## src/rtl/sevseg_scan_driver.sv

```systemverilog
// Time-multiplexed common-anode seven-segment driver with a blanking gap at the start of each slot.
// Optional leading-zero suppression is enabled by defining SEVSEG_LZ_BLANK_EN.
module sevseg_scan_driver #(
    parameter int NUM_DIGITS     = 4,
    parameter int SLOT_CYCLES    = 50000,
    parameter int BLANK_CYCLES   = 500,
    parameter int SEG_ACTIVE_LOW = 1,
    parameter int DIG_ACTIVE_LOW = 1
) (
    input  logic                    clk,
    input  logic                    rst,
    input  logic [4*NUM_DIGITS-1:0] value,
    input  logic                    load,
    input  logic [NUM_DIGITS-1:0]   dp_in,
    output logic [6:0]              seg_out,
    output logic                    dp_out,
    output logic [NUM_DIGITS-1:0]   dig_out,
    output logic                    frame_tick
);

    localparam int CNT_W = $clog2(SLOT_CYCLES);
    localparam int IDX_W = (NUM_DIGITS > 1) ? $clog2(NUM_DIGITS) : 1;

    localparam logic [CNT_W-1:0]      CNT_LAST  = CNT_W'(SLOT_CYCLES - 1);
    localparam logic [CNT_W-1:0]      CNT_BLANK = CNT_W'(BLANK_CYCLES);
    localparam logic [IDX_W-1:0]      IDX_LAST  = IDX_W'(NUM_DIGITS - 1);
    localparam logic [6:0]            SEG_INV   = (SEG_ACTIVE_LOW != 0) ? 7'h7F : 7'h00;
    localparam logic                  DP_INV    = (SEG_ACTIVE_LOW != 0);
    localparam logic [NUM_DIGITS-1:0] DIG_INV   = (DIG_ACTIVE_LOW != 0) ? {NUM_DIGITS{1'b1}} : '0;

    logic [CNT_W-1:0]        cnt;
    logic [IDX_W-1:0]        idx;
    logic [4*NUM_DIGITS-1:0] shadow_val;
    logic [NUM_DIGITS-1:0]   shadow_dp;
    logic [4*NUM_DIGITS-1:0] act_val;
    logic [NUM_DIGITS-1:0]   act_dp;
    logic [NUM_DIGITS-1:0]   lz_mask;

    logic                    slot_end;
    logic                    frame_end;
    logic [4*NUM_DIGITS-1:0] next_val;
    logic [NUM_DIGITS-1:0]   next_dp;

    assign slot_end  = (cnt == CNT_LAST);
    assign frame_end = slot_end && (idx == IDX_LAST);

    // A load on the boundary edge bypasses the shadow so the new slot already uses it.
    assign next_val = load ? value : shadow_val;
    assign next_dp  = load ? dp_in : shadow_dp;

    function automatic logic [6:0] seg_decode(input logic [3:0] nib);
        case (nib)
            4'h0:    seg_decode = 7'h7E;
            4'h1:    seg_decode = 7'h30;
            4'h2:    seg_decode = 7'h6D;
            4'h3:    seg_decode = 7'h79;
            4'h4:    seg_decode = 7'h33;
            4'h5:    seg_decode = 7'h5B;
            4'h6:    seg_decode = 7'h5F;
            4'h7:    seg_decode = 7'h70;
            4'h8:    seg_decode = 7'h7F;
            4'h9:    seg_decode = 7'h7B;
            4'hA:    seg_decode = 7'h77;
            4'hB:    seg_decode = 7'h1F;
            4'hC:    seg_decode = 7'h4E;
            4'hD:    seg_decode = 7'h3D;
            4'hE:    seg_decode = 7'h4F;
            default: seg_decode = 7'h47;
        endcase
    endfunction

`ifdef SEVSEG_LZ_BLANK_EN
    logic [NUM_DIGITS-1:0] next_mask;

    // Digit i is blank when it and every digit above it are zero; digit 0 always shows.
    always_comb begin
        logic zero_above;
        zero_above = 1'b1;
        next_mask  = '0;
        for (int i = NUM_DIGITS - 1; i > 0; i--) begin
            zero_above   = zero_above & (next_val[4*i +: 4] == 4'h0);
            next_mask[i] = zero_above;
        end
    end

    always_ff @(posedge clk) begin
        if (rst) begin
            lz_mask <= ~NUM_DIGITS'(1);
        end else if (slot_end) begin
            lz_mask <= next_mask;
        end
    end
`else
    assign lz_mask = '0;
`endif

    logic [3:0]            cur_nib;
    logic                  cur_dp;
    logic                  cur_sup;
    logic [NUM_DIGITS-1:0] cur_onehot;

    always_comb begin
        cur_nib    = 4'h0;
        cur_dp     = 1'b0;
        cur_sup    = 1'b0;
        cur_onehot = '0;
        for (int i = 0; i < NUM_DIGITS; i++) begin
            if (idx == IDX_W'(i)) begin
                cur_nib       = act_val[4*i +: 4];
                cur_dp        = act_dp[i];
                cur_sup       = lz_mask[i];
                cur_onehot[i] = 1'b1;
            end
        end
    end

    always_ff @(posedge clk) begin
        if (rst) begin
            cnt        <= '0;
            idx        <= '0;
            shadow_val <= '0;
            shadow_dp  <= '0;
            act_val    <= '0;
            act_dp     <= '0;
            seg_out    <= SEG_INV;
            dp_out     <= DP_INV;
            dig_out    <= DIG_INV;
            frame_tick <= 1'b0;
        end else begin
            cnt <= slot_end ? '0 : cnt + CNT_W'(1);
            if (slot_end) begin
                idx     <= frame_end ? '0 : idx + IDX_W'(1);
                act_val <= next_val;
                act_dp  <= next_dp;
            end
            if (load) begin
                shadow_val <= value;
                shadow_dp  <= dp_in;
            end
            frame_tick <= frame_end;

            // Outputs follow the counter/index state of the previous cycle.
            if (cnt >= CNT_BLANK) begin
                seg_out <= (cur_sup ? 7'h00 : seg_decode(cur_nib)) ^ SEG_INV;
                dp_out  <= (cur_dp & ~cur_sup) ^ DP_INV;
                dig_out <= cur_onehot ^ DIG_INV;
            end else begin
                seg_out <= SEG_INV;
                dp_out  <= DP_INV;
                dig_out <= DIG_INV;
            end
        end
    end

endmodule

```

## config.mk

```make
export PLATFORM = sky130hd
export DESIGN_NAME = sevseg_scan_driver
export DESIGN_NICKNAME = d
export VERILOG_FILES = /design/src/rtl/sevseg_scan_driver.sv
export SDC_FILE = /design/constraint.sdc
export NUM_CORES = 1
export LEC_CHECK = 0
export CAP_MARGIN = 10
export CORE_AREA = 4 4 76 78
export DETAILED_ROUTE_END_ITERATION = 10
export DIE_AREA = 0 0 80 82
export GPL_TIMING_DRIVEN = 0
export PLACE_DENSITY_LB_ADDON = 0.12
export SYNTH_ARGS = -nofsm -noshare
export SYNTH_HDL_FRONTEND = slang
export SYNTH_SLANG_ARGS = --single-unit
```

## constraint.sdc

```tcl
create_clock -name clk -period 4.7 [get_ports clk]
set_input_delay 0.47 -clock clk [delete_from_list [all_inputs] [get_ports clk]]
set_output_delay 0.47 -clock clk [all_outputs]
set_load 0.02 [all_outputs]
```

==> reports/metrics.cfg, run 1 <==
[grt]
grt_pass1_wl_mm=9.81
grt_pass1_vias=2122
grtUsageTotal_pct=19.6
grt_max_degree=12
grt-ovfl-total=0
antenna_found_initial=0

[sta]
fin_crit_sh_pct=54.6
slew_headroom_pct=66.7
rsz0062_at_grt=no
fmax_mhz=390
hold-worst-slack_ns=0.477
finalSetupViolCount=0
skew_ns=0.00590
worst_pin_slew_ns=0.500
finalSetupTns_ns=0
hold_violations=0
min_period_ns=2.57
drv_slew=0

[setup_path]
cp.required_ns=4.96
critPathKind=reg2reg
cp_slowest_stage_delay_ns=0.39
critPathTopFamily=adder cells
cp_max_fo=8
crit_buf_inv=2
startpoint_type=flop
path_cells=inv_1, ha_1, or3b_2, o21ai_0, a31oi_1, inv_1, ha_1, mux2_2, o221ai_1
cp.arrival_ns=2.83
crit_slowest_cell=dfxtp_1
end_kind=flop

[power]
total_power_mw=1.16
powerDensity_mw_per_mm2=328
p_leak_nw=1.48
irDropWorstVdd_v=0.000248

[layout]
nets=376
drive_gt1_share_pct=9.01
fin_cells=414
n_antenna_cell=0
design_area_mm2=0.00354
area_growth_pct=21.1
fill_cells=419

[detailed_routing]
drc=0
vias=2200
antenna_left=0
wirelength_mm=5.83
firstDrtPassIters=5
wl_per_cell_um=14.1
drt_iter0_markers=168
routed_via_density=5.31

[floorplanning]
fp.dieW_um=80
coreArea_mm2=0.00507
die_h_um=82
dieArea_mm2=0.00656
io_pins=36
floorplan.initialDensity_pct=57.6
rows=26

[synthesis]
yosys.area_share.simple_pct=17.2
synth_compound_area_share_pct=12.9
muxShareOfSynthArea_pct=7.92
yosys.area_share.adder_pct=5.57
syn_nets=332
synth_cells=296
syn_area_mm2=0.00292
synth_top_family_by_area=simple AND/OR/NAND/NOR gates
ys_ff_latch=71
yosysWarnings=0
synth_xor_area_share_pct=3.60
synth-seq-area-share_pct=48.7
syn_area_per_cell_um2=9.87
synth_cell_types=41

[placement]
place_hpwl_mm=4.08
port_buffers=33
dp.cells=399
gp_congestion=0.895
post_dp_cell_area_mm2=0.00334

[clock_tree]
clkSinkCount=71
postCtsHoldBufs=0
path_clk_slew_ns=0.07
numCtsBuffers=9
cts_max_level=3
ctsLongestPathBuffers=2
cts_setup_buffers=0
clock_latency_ns=0.34
cts_resized=0
cts-root-buf=clkbuf_8
cts_tree=built

[job]
drv_cap=0

[worst_hold_path]
hp-class=reg2reg

[run_status]
status=finished, final reports clean

==> final timing paths <==
check,slack [ns],from,to,cells after the start
worst min-delay path,0.48,act_val[12]$_SDFFE_PP0P_,act_val[12]$_SDFFE_PP0P_,1
worst max-delay path,2.13,idx[0]$_SDFFE_PP0P_,seg_out[5]$_SDFF_PP1_,9
worst max register to register,2.13,idx[0]$_SDFFE_PP0P_,seg_out[5]$_SDFF_PP1_,9
worst min register to register,0.48,act_val[12]$_SDFFE_PP0P_,act_val[12]$_SDFFE_PP0P_,1
==> metrics by stage <==
stage / utilization [%] / setup WS [ns]
floorplan: - / 2.52
CTS: 69.7 / 2.13
global placement: 65.8 / 2.20
finish: 69.7 / 2.13
global route: 69.7 / 1.96
detailed placement: 65.8 / 2.17
==> per-layer routing <==
layer	wire length [um]	track usage, %	vias up
met5	0	0	-
met4	94	7.60	0
met3	252	5.15	10
met2	2800	32.9	53
met1	2680	24.1	1010
li1	-	-	1127
==> cells by family (layout without fill, tap and decap cells) <==
family          Yosys count  after routing
buf+inv                  24             72
xor+xnor                 12             12
simple gates            102            102
compound gates           51             51
mux                      23             23
fa+ha+maj                13             13
flops                    71             71
==> state kept, by name, summed over array words and instances (netlist names) <==
signal,flops
act_val,16
cnt,16
shadow_val,16
seg_out,7
act_dp,4
dig_out,4
shadow_dp,4
idx,2
dp_out,1
frame_tick,1
==> placed cells by master, fill, tap and decap left out, types with 2 or more instances in the layout <==
cell and count:
nor4_1 2, nor3b_1 2, nand2b_1 3, and4_1 2, o21ai_0 5, inv_1 9, dfxtp_1 71, buf_6 2
nand3_1 7, nor2_1 38, clkdlybuf4s50_1 33, a21oi_1 14, xor2_1 7, mux2i_1 22, xnor2_1 5, o221ai_1 5
ha_1 13, clkbuf_1 4, or3_1 2, o22a_1 20, nor2b_1 2, clkbuf_8 11, nand4_1 3, buf_2 9
nand3b_1 4, nand2_1 25, and2_1 2, nor3_1 4
==> power by group <==
part	internal [mW]	total, mW	switching (mW)
clock network	0.271	0.484	0.214
logic	0.0316	0.0580	0.0264
registers	0.614	0.618	0.00453
==> cell usage after synthesis, drive strengths merged <==
master  count  area share, %
inv         9            1.2
a21oi      14            2.4
nor2b       2           0.43
a311oi      2           0.81
xnor2       5            1.5
or3b        1           0.30
mux2i      22            7.5
and3        1           0.21
nor3        5            1.2
a311o       1           0.34
and4        2           0.60
xor2        7            2.1
a32o        1           0.34
nor3b       2           0.51
o21ai       5           0.86
clkbuf      3           0.39
nor2       38            4.9
nand2      25            3.2
and3b       1           0.30
a31oi       1           0.21
nand3       7            1.2
or4         1           0.39
mux2        1           0.39
o211ai      1           0.26
nand2b      3           0.64
dfxtp      71             49
or3         2           0.43
nor4bb      1           0.34
and2        2           0.43
nand4       3           0.64
nand3b      4            1.0
o221ai      5            1.5
nor4        2           0.43
o22a       20            6.0
o22ai       1           0.21
buf        12            2.6
ha         13            5.6
==> layout make-up <==
type	count	area (um2)	area share, %
sequential	71	1420	40.2
multi-input combinational	201	1380	39.0
timing repair buffer	33	330	9.34
clock buffer	12	155	4.39
tap	70	87.6	2.48
buffer	15	86.3	2.44
clock inverter	3	42.5	1.20
inverter	9	33.8	0.955
(Power assumes the default switching activity.)
==> inputs of run 2 (changes only) <==
--- a/config.mk
+++ b/config.mk
@@ -6,9 +6,9 @@
 export NUM_CORES = 1
 export LEC_CHECK = 0
 export CAP_MARGIN = 10
-export CORE_AREA = 4 4 76 78
+export CORE_AREA = 4 4 83 85
 export DETAILED_ROUTE_END_ITERATION = 10
-export DIE_AREA = 0 0 80 82
+export DIE_AREA = 0 0 87 89
 export GPL_TIMING_DRIVEN = 0
 export PLACE_DENSITY_LB_ADDON = 0.12
 export SYNTH_ARGS = -nofsm -noshare
==> constraint.sdc (replaced) <==
create_clock -name clk -period 2.2 [get_ports clk]
set_input_delay 0.22 -clock clk [delete_from_list [all_inputs] [get_ports clk]]
set_output_delay 0.22 -clock clk [all_outputs]
set_load 0.02 [all_outputs]
==> reports/metrics.cfg, run 2 (same netlist as run 1, synthesis figures left out) <==
[sta]
skew_ns=0.00841
finalSetupViolCount=0
slew_headroom_pct=68.3
min_period_ns=2.15
fin_crit_sh_pct=97.9
worst_pin_slew_ns=0.476
rsz0062_at_grt=yes
hold-worst-slack_ns=0.287
fmax_mhz=465
final.setup.worst_slack_ns=0.0472
hold_violations=0
drv_slew=0

[grt]
grt-ovfl-total=0
grt_pass1_vias=2114
grtUsageTotal_pct=16.5
grt_max_degree=12
antenna_found_initial=0
grt_pass1_wl_mm=9.83

[placement]
dp.cells=406
pre_cts_ws_ns=-0.327
port_buffers=33
place_hpwl_mm=4.17
gp_congestion=0.833

[detailed_routing]
wl_per_cell_um=14.2
routed_via_density=5.19
firstDrtPassIters=4
drc=0
drt_iter0_markers=73
antenna_left=0
wirelength_mm=5.99
vias=2189

[floorplanning]
io_pins=36
floorplan.initialDensity_pct=47.1
coreArea_mm2=0.00620
die_h_um=89
fp.dieW_um=87
rows=29
dieArea_mm2=0.00774

[layout]
drive_gt1_share_pct=12.8
fin_cells=422
nets=377
fin_util_pct=58.8
area_growth_pct=24.9
n_antenna_cell=0
top_regs=act_val: 16 flops, cnt: 16 flops, shadow_val: 16 flops
layout_common_cells=dfxtp_1, nor2_1, clkdlybuf4s50_1, nand2_1, mux2i_1
fill_cells=544
final_common_cell=dfxtp_1

[setup_path]
cp_max_fo=10
cp.required_ns=2.46
startpoint_type=flop
cp.arrival_ns=2.42
timing.rr.start=idx[1]$_SDFFE_PP0P_
r2r-end=seg_out[5]$_SDFF_PP1_
r2r_slack_ns=0.05
critPathKind=reg2reg
ff2ff_path_depth=9
end_kind=flop

[worst_hold_path]
min_path_cells=2
holdPathEnd=shadow_dp[3]$_SDFF_PP0_
worstHoldStart=rst
hp-class=in2reg

[clock_tree]
numCtsBuffers=9
cts-root-buf=clkbuf_8
ctsLongestPathBuffers=2
cts_max_level=3
clkSinkCount=71
clock_latency_ns=0.34
cts_tree=built
path_clk_slew_ns=0.07

[power]
total_power_mw=2.56
irDropWorstVdd_v=0.000351
p_leak_nw=1.51
powerDensity_mw_per_mm2=702

[job]
drv_cap=0

[run_status]
status=finished, final reports clean

run 2: worst max-delay path by stage:
| stage | startpoint | end | slack (ns) | cells past startpoint |
|---|---|---|---|---|
| floorplan | idx[0]$_SDFFE_PP0P_ | seg_out[5]$_SDFF_PP1_ | 0.02 | 9 |
| global placement | idx[0]$_SDFFE_PP0P_ | seg_out[5]$_SDFF_PP1_ | -0.34 | 9 |
| detailed placement | idx[0]$_SDFFE_PP0P_ | seg_out[5]$_SDFF_PP1_ | -0.33 | 9 |
| CTS | idx[0]$_SDFFE_PP0P_ | seg_out[5]$_SDFF_PP1_ | 0.02 | 8 |
| global route | idx[1]$_SDFFE_PP0P_ | seg_out[5]$_SDFF_PP1_ | -0.05 | 9 |
| finish | idx[1]$_SDFFE_PP0P_ | seg_out[5]$_SDFF_PP1_ | 0.05 | 9 |
run 2: critical path, cell delays in order (launching register included):
cell and delay [ns]:
dfxtp_4 0.37, inv_1 0.08, ha_1 0.19, buf_4 0.17, nand3b_1 0.20, a31oi_4 0.28
inv_2 0.07, ha_1 0.32, mux2_2 0.26, o221ai_1 0.15
run 2: layout make-up:
type	instances	area [um2]	share of cell area (%)
multi-input cells	201	1450	39.8
inverters	9	33.8	0.926
flip-flops and latches	71	1430	39.1
repair buffers	34	338	9.26
clock inverters	4	70.1	1.92
well taps	77	96.3	2.64
clock buffers	11	141	3.87
plain buffers	15	91.3	2.50
run 2: timing repair:
item,CTS,global route
setup buffers,1,0
endpoints found under the setup margin,7,7
hold buffers,0,0
pin swaps,0,2
gates resized for setup,10,12
run 2: per-layer routing:
layer,vias up,wire [um],track usage [%]
met2,40,2790,27.1
met5,-,0,0
met4,0,70,6.94
li1,1133,-,-
met3,6,248,4.52
met1,1010,2890,20.3
run 2: power breakdown:
| part | total (mW) | switching [mW] | internal, mW |
|---|---|---|---|
| Sequential | 1.32 | 0.00963 | 1.31 |
| Clock | 1.12 | 0.459 | 0.660 |
| Combinational | 0.124 | 0.0562 | 0.0676 |
| Total | 2.56 | 0.524 | 2.04 |
run 2: through the flow:
step,cell area (um2),TNS (ns)
2_1_floorplan,2920,0
3_3_place_gp,3350,-1.07
3_5_place_dp,3350,-1.08
4_1_cts,3600,0
5_1_grt,3650,-0.105
6_report,3650,0
==> inputs of run 3 (changes only) <==
--- a/config.mk
+++ b/config.mk
@@ -10,7 +10,7 @@
 export DETAILED_ROUTE_END_ITERATION = 10
 export DIE_AREA = 0 0 87 89
 export GPL_TIMING_DRIVEN = 0
-export PLACE_DENSITY_LB_ADDON = 0.12
+export PLACE_DENSITY = 0.8
 export SYNTH_ARGS = -nofsm -noshare
 export SYNTH_HDL_FRONTEND = slang
 export SYNTH_SLANG_ARGS = --single-unit
==> reports/metrics.cfg, run 3 (same netlist as run 1, synthesis figures left out) <==
[floorplanning]
floorplan.initialDensity_pct=47.1
coreArea_mm2=0.00620
rows=29
fp.dieW_um=87
io_pins=36
dieArea_mm2=0.00774
die_h_um=89

[setup_path]
startpoint_type=flop
critPathKind=reg2reg
timing.rr.start=idx[0]$_SDFFE_PP0P_
r2r-end=seg_out[3]$_SDFF_PP1_
end_kind=flop
r2r_slack_ns=0.05
ff2ff_path_depth=11
cp.required_ns=2.49
cp_max_fo=10
cp.arrival_ns=2.44

[worst_hold_path]
hp-class=in2reg
worstHoldStart=rst
min_path_cells=2
holdPathEnd=shadow_dp[0]$_SDFF_PP0_

[placement]
port_buffers=33
post_dp_cell_area_mm2=0.00335
pre_cts_ws_ns=-0.395
place_hpwl_mm=4.33
dp.cells=406
gp_congestion=0.880

[detailed_routing]
drt_iter0_markers=116
firstDrtPassIters=4
drc=0
routed_via_density=5.37
wirelength_mm=6.28
wl_per_cell_um=14.7
vias=2299
antenna_left=0

[clock_tree]
cts_tree=built
postCtsHoldBufs=0
numCtsBuffers=9
cts_max_level=3
ctsLongestPathBuffers=2
clkSinkCount=71
clock_latency_ns=0.34
cts-root-buf=clkbuf_8
path_clk_slew_ns=0.08

[sta]
finalSetupTns_ns=0
slew_headroom_pct=69.5
final.setup.worst_slack_ns=0.0497
fin_crit_sh_pct=97.7
min_period_ns=2.15
hold-worst-slack_ns=0.298
drv_slew=0
finalSetupViolCount=0
skew_ns=0.00640
worst_pin_slew_ns=0.457
hold_violations=0
fmax_mhz=465

[grt]
grt_max_degree=13
antenna_found_initial=0
grtUsageTotal_pct=17.0
grt-ovfl-total=0
grt_pass1_wl_mm=10.3
grt_pass1_vias=2335

[layout]
regArea_mm2=0.00143
n_antenna_cell=0
drive_gt1_share_pct=16.0
design_area_mm2=0.00373
top_regs=act_val: 16 flops, cnt: 16 flops, shadow_val: 16 flops
multi_input_area_mm2=0.00148
final_common_cell=dfxtp_1
fin_util_pct=60.1
area_growth_pct=27.5
fill_cells=498
layout_common_cells=dfxtp_1, nor2_1, clkdlybuf4s50_1, nand2_1, mux2i_1
nets=382
fin_cells=428

[power]
p_int_mw=2.05
powerDensity_mw_per_mm2=699
p_sw_uw=557
p_leak_nw=1.53
seqPwrFrac_pct=50.7
total_power_mw=2.60
combPwrFrac_pct=4.8
p_sw_share_pct=21.4
pwr-share-clk_pct=44.5
irDropWorstVdd_v=0.000440

[run_status]
status=finished, final reports clean

[job]
drv_cap=0

run 3: cell types whose count changed in the layout (fill, tap and decap cells not counted), sizes merged:
cell	previous run	this run
buf	13	18
clkinvlp	0	1
run 3: power groups by stage:
stage | combinational, mW | clock (mW) | sequential, mW
floorplan | 0.0713 | 0 | 1.35
detailed placement | 0.125 | 0 | 1.35
finish | 0.124 | 1.16 | 1.32
global placement | 0.122 | 0 | 1.35
CTS | 0.126 | 1.18 | 1.32
global route | 0.138 | 1.24 | 1.32
run 3: how the worst max path moves through the flow:
| stage | startpoint | to | slack (ns) |
|---|---|---|---|
| after floorplan | idx[0]$_SDFFE_PP0P_ | seg_out[5]$_SDFF_PP1_ | 0.02 |
| final | idx[0]$_SDFFE_PP0P_ | seg_out[3]$_SDFF_PP1_ | 0.05 |
| after global placement | idx[0]$_SDFFE_PP0P_ | seg_out[5]$_SDFF_PP1_ | -0.31 |
| after CTS | idx[1]$_SDFFE_PP0P_ | seg_out[5]$_SDFF_PP1_ | 0.01 |
| after detailed placement | idx[0]$_SDFFE_PP0P_ | seg_out[5]$_SDFF_PP1_ | -0.40 |
| after global routing | idx[0]$_SDFFE_PP0P_ | seg_out[3]$_SDFF_PP1_ | -0.03 |
run 3: metal layers:
metal  routed length (um)  global-route usage [%]
met2                 3160                    30.4
met4                  209                    9.49
met3                  296                    4.24
met5                    0                       0
met1                 2620                    18.5
run 3: worst max-delay path, stage by stage (launching register included):
cell and delay [ns]:
dfxtp_2 0.35, ha_2 0.22, buf_6 0.14, or3b_4 0.38, o21ai_4 0.09, a31oi_4 0.07
inv_2 0.14, buf_4 0.14, ha_1 0.14, nand2_1 0.07, a32o_1 0.26, nand2_1 0.08
run 3: area by class of cell:
class	count	area share (%)
buffer	15	2.55
clock buffer	11	3.79
clock inverter	5	2.18
inverter	9	0.907
multi-input combinational	201	39.6
sequential	71	38.3
tap	77	2.59
timing repair buffer	39	10.1
run 3: repair_timing:
item	in CTS	in global routing
pin swaps	0	3
buffers inserted	2	4
endpoints found under the setup margin	7	6
resized for setup	14	16
